## config.mk

```make
export PLATFORM = sky130hd
export DESIGN_NAME = mem_arbiter
export DESIGN_NICKNAME = d
export VERILOG_FILES = /design/src/rtl/mem_arbiter.sv
export SDC_FILE = /design/constraint.sdc
export NUM_CORES = 1
export LEC_CHECK = 0
export CAP_MARGIN = 20
export CORE_AREA = 2 2 269 271
export CTS_CLUSTER_SIZE = 10
export DETAILED_ROUTE_END_ITERATION = 6
export DIE_AREA = 0 0 271 273
export SYNTH_ARGS = -nofsm -noshare
export SYNTH_HDL_FRONTEND = slang
export SYNTH_SLANG_ARGS = --single-unit
```

## constraint.sdc

```tcl
create_clock -name clk -period 1.9 [get_ports clk]
set_input_delay 0.285 -clock clk [delete_from_list [all_inputs] [get_ports clk]]
set_output_delay 0.285 -clock clk [all_outputs]
set_load 0.03 [all_outputs]
```

## src/rtl/mem_arbiter.sv

```systemverilog
// Round-robin arbiter sharing one line-granular memory port
// between the I-cache miss path and the D-cache miss/writeback path.
module mem_arbiter #(
  parameter int ADDR_W = 16,
  parameter int LINE_W = 128
) (
  input  logic              clk,
  input  logic              reset,
  input  logic [ADDR_W-1:0] i_addr,
  input  logic              i_read,
  output logic              i_resp,
  output logic [LINE_W-1:0] i_rdata,
  input  logic [ADDR_W-1:0] d_addr,
  input  logic              d_read,
  input  logic              d_write,
  input  logic [LINE_W-1:0] d_wdata,
  output logic              d_resp,
  output logic [LINE_W-1:0] d_rdata,
  output logic [ADDR_W-1:0] pmem_addr,
  output logic              pmem_read,
  output logic              pmem_write,
  output logic [LINE_W-1:0] pmem_wdata,
  input  logic [LINE_W-1:0] pmem_rdata,
  input  logic              pmem_resp
);

  typedef enum logic [1:0] {
    IDLE    = 2'd0,
    SERVE_I = 2'd1,
    SERVE_D = 2'd2
  } state_t;

  state_t              r_state;
  state_t              w_state_nxt;
  logic                r_last_d;
  logic [ADDR_W-1:0]   r_addr;
  logic [LINE_W-1:0]   r_wdata;
  logic                r_op_wr;

  logic                w_i_pend;
  logic                w_d_pend;
  logic                w_grant_i;
  logic                w_grant_d;
  logic                w_busy;

  assign w_i_pend = i_read;
  assign w_d_pend = d_read | d_write;

  // Ties go to whoever was not served last; last_grant resets to I.
  always_comb begin
    w_state_nxt = r_state;
    w_grant_i   = 1'b0;
    w_grant_d   = 1'b0;
    unique case (r_state)
      IDLE: begin
        if (w_d_pend && (!w_i_pend || !r_last_d)) begin
          w_grant_d   = 1'b1;
          w_state_nxt = SERVE_D;
        end else if (w_i_pend) begin
          w_grant_i   = 1'b1;
          w_state_nxt = SERVE_I;
        end
      end
      SERVE_I: begin
        if (pmem_resp) w_state_nxt = IDLE;
      end
      SERVE_D: begin
        if (pmem_resp) w_state_nxt = IDLE;
      end
      default: w_state_nxt = IDLE;
    endcase
  end

  always_ff @(posedge clk) begin
    if (reset) begin
      r_state  <= IDLE;
      r_last_d <= 1'b0;
      r_addr   <= '0;
      r_wdata  <= '0;
      r_op_wr  <= 1'b0;
    end else begin
      r_state <= w_state_nxt;
      if (w_grant_i) begin
        r_addr   <= i_addr;
        r_wdata  <= '0;
        r_op_wr  <= 1'b0;
        r_last_d <= 1'b0;
      end else if (w_grant_d) begin
        r_addr   <= d_addr;
        r_wdata  <= d_wdata;
        r_op_wr  <= d_write;
        r_last_d <= 1'b1;
      end
    end
  end

  // Memory side sees only latched state, never live requester inputs.
  assign w_busy     = (r_state == SERVE_I) || (r_state == SERVE_D);
  assign pmem_addr  = r_addr;
  assign pmem_wdata = r_wdata;
  assign pmem_read  = w_busy & ~r_op_wr;
  assign pmem_write = w_busy & r_op_wr;

  assign i_resp  = (r_state == SERVE_I) & pmem_resp;
  assign d_resp  = (r_state == SERVE_D) & pmem_resp;
  assign i_rdata = pmem_rdata;
  assign d_rdata = pmem_rdata;

endmodule

```

==> results of run 1 <==
-- kinds of logic (layout without fill, tap and decap cells) --
group / after synthesis / after routing / share of synthesized area [%]
AOI/OAI and AO/OA: 283 / 283 / 19.0
adders and majority gates: 3 / 3 / 0.482
buffers and inverters: 340 / 415 / 30.3
DFF: 148 / 148 / 38.0
other: 0 / 2 / 0
and+or+nand+nor: 189 / 189 / 12.2
-- synthesized netlist by cell type --
master / count / area [sq um]
nand3_1: 145 / 726
o21ai_1: 1 / 5.00
a21bo_2: 1 / 10.0
inv_1: 2 / 7.51
o31ai_1: 1 / 7.51
nand4_1: 16 / 100
a21oi_1: 131 / 656
or4_1: 1 / 7.51
o31ai_4: 1 / 21.3
ha_1: 3 / 37.5
dfxtp_1: 148 / 2960
and2_1: 3 / 18.8
buf_6: 11 / 124
clkbuf_2: 1 / 5.00
buf_4: 258 / 1940
o32ai_1: 1 / 8.76
nor2_1: 2 / 7.51
clkbuf_1: 45 / 169
nor2b_1: 2 / 12.5
or2_2: 1 / 6.26
a21boi_1: 1 / 7.51
a31o_2: 1 / 8.76
buf_2: 23 / 115
o21ai_0: 128 / 641
o21bai_2: 1 / 11.3
nand2_1: 17 / 63.8
nor3_1: 1 / 5.00
or2_1: 1 / 6.26
a31oi_1: 16 / 100
-- registers in the layout, indices dropped and copies added, names as in the netlist --
| name | flops |
|---|---|
| pmem_addr | 16 |
| r_last_d | 1 |
| r_state | 2 |
| pmem_wdata | 128 |
| r_op_wr | 1 |
-- power groups by stage --
stage	combinational [mW]	clock [mW]	sequential [mW]
final	4.17	3.54	3.71
after floorplan	2.31	0	4.49
after global routing	4.44	3.85	3.75
after CTS	4.20	3.78	3.71
after global placement	4.19	0	3.77
after detailed placement	4.19	0	3.78
-- final cells by class --
cell class	instances	share of cell area, %
antenna	2	0.0448
clock inverter	14	1.25
multi-input combinational	475	22.5
clock buffer	18	3.93
timing repair buffer	381	35.1
tap	950	10.6
inverter	2	0.0672
sequential	148	26.5
-- metal layers --
layer,vias up,GRT usage (%),share of wire [%]
li1,3191,-,-
met1,3205,9.40,37
met2,471,13.8,45
met3,133,4.62,12
met4,4,6.35,5.4
met5,-,0.642,0.15
-- per-stage QoR --
stage | cells | hold slack (ps) | instance area [sq um] | util (%)
6_report | 1990 | 369 | 11200 | 15.7
3_3_place_gp | 1956 | 457 | 10600 | 14.9
2_1_floorplan | 963 | 421 | 7790 | -
5_1_grt | 1988 | 342 | 11200 | 15.7
3_5_place_dp | 1956 | 464 | 10600 | 14.9
4_1_cts | 1988 | 298 | 11200 | 15.7
-- worst max path at each step --
stage,start,to,slack [ps],depth (start not counted)
after global placement,i_read,pmem_wdata[12],60,7
after CTS,pmem_wdata[58],pmem_wdata[58],0.9,1
after floorplan,r_state[0],pmem_wdata[108],370,8
after global routing,r_state[1],pmem_read,7,4
after detailed placement,i_read,pmem_wdata[28],20,7
final,pmem_wdata[61],pmem_wdata[61],60,1
==> impl_metrics.csv, run 1 <==
group,metric,value,unit
global_routing,grt-ovfl-total,0,
yosys,yosysSeqAreaShare,38.0,%
global_routing,grt_pass1_vias,6864,
clocking,clkTransAtPathRegs,70,ps
yosys,syn_avg_cell_area,8.09,sq um
drt,via_count,7004,
flow_run,maxCapViolCount,0,
timing,timing_hold_violations_final,0,
clocking,cts.sinks,148,
setup_path,crit_fanout,2,
timing,max_clock_freq,545,MHz
timing,fin_skew,14.3,ps
floorplan,die_h,273,microns
drt,via_per_inst,3.52,
floorplan,start_util,11.0,%
clocking,cts_buffer_depth,2,
yosys,synth_fp_nets,1260,
clocking,post_cts.repair.setup_buffers,0,
hold_path,hp-class,"primary input to flop",
floorplan,pin_count,698,
layout,drive_above_1_share,11.0,%
setup_path,slowest_delay,700,ps
layout,multi_input_area,2520,sq um
timing,min_period,1840,ps
floorplan,fp.coreArea,71000,sq um
power,power.leakage,3.79,nW
layout,layout_common_cells,"298 x clkdlybuf4s50_1, 148 x dfxtp_1, 145 x nand3_1",
placed_design,globalplace.congestion,0.750,
clocking,insertion_delay,470,ps
timing,rsz0062_at_grt,"no",
layout,area_growth,43.5,%
drt,drc_errors,0,
setup_path,worst_ep_arrival_time,1550,ps
power,p_sw,4.25,mW
clocking,cts-root-buf,"clkbuf_16",
setup_path,worstSetupEndpointType,"output pin",
setup_path,critPathKind,"flop to output pin",
power,irDropWorstVdd,0.502,mV
setup_path,r2r_slack,220,ps
timing,setup_viol,0,
timing,maxSlewViolCount,0,
power,pwr-share-seq,32.5,%
clocking,cts_resized,11,
setup_path,cp_slowest_cell,"clkdlybuf4s50_1",
status,status,"finished clean",
layout,layout_commonest_cell,"clkdlybuf4s50_1",
setup_path,reg2reg_to,"pmem_wdata[96]",
clocking,cts_tree,"yes",
setup_path,rr_startpoint,"r_state[1]",
hold_path,holdPathStages,3,
hold_path,hold_end,"pmem_wdata[44]",
timing,layout_setup_ws,65.0,ps
setup_path,path_cells,"clkdlybuf4s50_1",
placed_design,portBuffers,313,
hold_path,min_from,"d_wdata[44]",
floorplan,fp-row-count,98,
global_routing,grt_pass1_wl,47.4,mm
power,netSwitchingFraction,37.2,%
timing,setup_tns,0,ps
setup_path,worst_setup_path_start_kind,"flop",
power,total_power,11.4,mW
power,p_int,7.17,mW
power,p_per_area,1020,nW/um^2
floorplan,fp.dieW,271,microns
power,p_comb_share,36.5,%
yosys,netlist_instances,963,
yosys,synth-seq-cells,148,
clocking,cts_buffers,17,
timing,max_slew.worst_pin.slew,472,ps
clocking,hold_buffers,0,
yosys,syn-cell-area,7790,sq um
setup_path,critPathRequiredTime,1620,ps
placed_design,dpl.hpwl,26.0,mm
drt,post_drt_wl_per_cell,17.0,microns
setup_path,crit_family,"buffers and inverters",
drt,postRouteAntennaNets,0,
layout,final_nets,1322,
yosys,synth_warnings,0,
timing,fin_crit_sh,96.6,%
global_routing,grt_use_total,8.95,%
floorplan,die_area,74000,sq um
drt,drtIter0Drc,330,
power,clkPwrFrac,31.0,%
timing,slew_headroom,68.7,%
setup_path,cp.buffers_inverters,1,
global_routing,grt_max_degree,64,
layout,fillCellCount,8030,
setup_path,reg2reg_depth,7,
placed_design,dp_slack,24.9,ps
yosys,yosysUniqueCellTypes,29,
layout,regArea,2960,sq um
drt,wl,33.8,mm
clocking,h-tree-depth,4,
drt,first_pass_iters,4,
global_routing,antenna_found_initial,4,
(Power assumes the default switching activity.)
==> inputs of run 2 (changes only) <==
- ABC_AREA: not set -> 1
- CORE_AREA: 2 2 269 271 -> 2 2 273 275
- CTS_BUF_LIST: not set -> sky130_fd_sc_hd__clkbuf_2
- DIE_AREA: 0 0 271 273 -> 0 0 275 277
==> run 2 against run 1 <==
Compared with the run above: the flow now finishes with violations (negative setup slack); routed wire length up 15%; hold slack worse by 140 ps; synthesized cell count is 2.7% higher; cell area grew 13%; sequential power grew 3%; critical path depth rose by 4; critical path type unchanged; highest routed layer unchanged.
==> impl_metrics.csv, run 2 <==
group,metric,value,unit
yosys,yosysTopAreaCellShare,39.2,%
setup_path,worstSetupEndpointType,"output pin",
layout,utilization,17.1,%
layout,largest_register_ffs,128,
yosys,synth_ff_type,"dfxtp_1",
flow_run,maxCapViolCount,0,
power,irDropWorstVdd,0.584,mV
floorplan,fp-row-count,100,
hold_path,hp-class,"primary input to flop",
global_routing,grt_pass1_wl,53.3,mm
floorplan,die_h,277,microns
setup_path,worst_ep_arrival_time,1910,ps
yosys,syn-cell-area,7560,sq um
setup_path,worst_setup_path_start_kind,"flop",
clocking,cts_buffer_depth,2,
clocking,cts_buffers,17,
timing,layout_setup_ws,-295,ps
floorplan,die_area,76200,sq um
timing,fin_skew,94.2,ps
yosys,netlist_instances,989,
setup_path,crit_fanout,2,
timing,max_slew.worst_pin.slew,746,ps
drt,drtIter0Drc,246,
setup_path,cp.buffers_inverters,3,
clocking,h-tree-depth,4,
timing,max_clock_freq,456,MHz
setup_path,path_cells,"inv_2 > ha_4 > inv_2 > nor2_1 > buf_4",
clocking,cts.sinks,148,
global_routing,grt_use_total,10.0,%
timing,min_period,2190,ps
yosys,yosysUniqueCellTypes,20,
layout,fin_cells,2223,
floorplan,fp.coreArea,73600,sq um
status,violations,"negative setup slack",
power,p_per_area,794,nW/um^2
placed_design,dp_slack,-42.0,ps
drt,via_per_inst,3.18,
power,total_power,9.99,mW
clocking,clkTransAtPathRegs,270,ps
setup_path,critPathRequiredTime,1620,ps
hold_path,min_from,"reset",
floorplan,start_util,10.3,%
yosys,yosysTopAreaCell,"dfxtp_1",
layout,fillCellCount,8281,
drt,drc_errors,0,
global_routing,grt_max_degree,33,
yosys,synth_warnings,0,
floorplan,pin_count,698,
global_routing,grt_pass1_vias,7300,
placed_design,dp_cells,2002,
timing,fin_crit_sh,116,%
timing,timing_hold_violations_final,0,
placed_design,dpl.hpwl,29.2,mm
clocking,cts-root-buf,"clkbuf_2",
yosys,yosysSeqAreaShare,39.2,%
drt,via_count,7066,
setup_path,reg2reg_to,"pmem_wdata[32]",
setup_path,slowest_delay,390,ps
timing,setup_tns,-999,ps
timing,slew_headroom,50.3,%
hold_path,holdPathStages,3,
setup_path,crit_family,"flip-flops",
global_routing,antenna_found_initial,10,
layout,drive_above_1_share,32.1,%
timing,maxSlewViolCount,0,
yosys,synth_area_leaders,"dfxtp_1 39%, buf_4 27%, nand2_1 15%",
placed_design,portBuffers,313,
placed_design,globalplace.congestion,0.735,
drt,postRouteAntennaNets,0,
drt,post_drt_wl_per_cell,17.6,microns
yosys,post-synth-top-count-cell,"nand2_1",
layout,layout_commonest_cell,"nand2_1",
setup_path,critPathKind,"flop to output pin",
drt,wl,39.0,mm
yosys,synth_fp_nets,1286,
timing,setup_viol,4,
timing,rsz0062_at_grt,"yes",
setup_path,reg2reg_depth,8,
yosys,synth_edf_count,0,
floorplan,fp.dieW,275,microns
clocking,cts_tree,"yes",
setup_path,rr_startpoint,"r_state[0]",
hold_path,hold_end,"pmem_addr[13]",
status,status,"finished with violations",
drt,first_pass_iters,4,
layout,layout_common_cells,"295 x nand2_1, 165 x clkdlybuf4s50_1, 162 x dlygate4sd3_1",
global_routing,grt-ovfl-total,0,
clocking,insertion_delay,1030,ps
yosys,synthArstFlopShare,0,%
setup_path,cp_slowest_cell,"dfxtp_2",
yosys,synth-seq-cells,148,
setup_path,r2r_slack,230,ps
yosys,syn_avg_cell_area,7.64,sq um
power,power.leakage,4.93,nW
setup_path,crit_top_cell,"inv_2",
layout,final_nets,1528,
layout,area_growth,66.4,%
yosys,ys_top_cells_by_count,"297 x nand2_1, 272 x buf_4, 148 x dfxtp_1",
[run 2: stage by stage]
step                cell area [sq um]  hold WS (ps)
finish                          12600           226
global placement                10100           446
global route                    12600           122
CTS                             12500         0.932
detailed placement              10100           451
floorplan                        7560           430
[run 2: kinds of logic after synthesis]
| group | after synthesis | share of synthesized area (%) |
|---|---|---|
| AO/OA/AOI/OAI | 135 | 9.32 |
| adder cells (fa/ha/maj) | 3 | 0.497 |
| buffers and inverters | 335 | 32.0 |
| flip-flops | 148 | 39.2 |
| AND/OR/NAND/NOR | 368 | 19.0 |
[run 2: worst max-delay path by stage]
stage,from,endpoint,slack [ps],cells after the start
2_1_floorplan,r_state[0],pmem_addr[10],490,10
3_3_place_gp,i_read,pmem_wdata[18],20,8
3_5_place_dp,i_read,pmem_wdata[38],-40,8
4_1_cts,r_state[1],pmem_read,-520,5
5_1_grt,r_state[0],pmem_read,-480,5
6_report,r_state[1],pmem_read,-290,5
[run 2: layout make-up]
| class | instances | area, sq um | area share [%] |
|---|---|---|---|
| timing repair buffer | 532 | 5650 | 44.9 |
| sequential | 148 | 3150 | 25.0 |
| multi-input combinational | 506 | 2210 | 17.6 |
| tap | 969 | 1210 | 9.64 |
| clock inverter | 15 | 146 | 1.16 |
| inverter | 26 | 100 | 0.796 |
| clock buffer | 17 | 85.1 | 0.676 |
| antenna | 10 | 25.0 | 0.199 |
[run 2: what timing repair did]
item                                    in CTS  in global routing
hold buffers                               162                  0
resized for setup                         1152                  8
endpoints found under the setup margin     148                142
endpoints found under the hold margin      147                  0
buffers inserted                             7                 10
pin swaps                                    1                  0
[run 2: worst register-to-register path, stage by stage, from the launching register on]
cell     delay (ps)
dfxtp_2         380
inv_2            70
ha_4            150
inv_1            90
nor2_4          230
buf_12          220
buf_12          220
nand2_1         120
a21oi_1         170
[run 2: power breakdown]
| group | leakage, nW | switching, mW | internal, mW |
|---|---|---|---|
| registers | 1.27 | 0.265 | 3.55 |
| clock network | 0.143 | 1.55 | 0.521 |
| logic | 3.51 | 2.20 | 1.91 |
| total | 4.93 | 4.02 | 5.98 |
[run 2: layer usage]
| layer | up-vias | GRT usage (%) | part of all wire (%) |
|---|---|---|---|
| met2 | 404 | 15.6 | 45 |
| met4 | 12 | 7.58 | 6.9 |
| met3 | 174 | 5.90 | 13 |
| li1 | 3326 | - | - |
| met5 | - | 0.513 | 0.29 |
| met1 | 3150 | 9.69 | 36 |
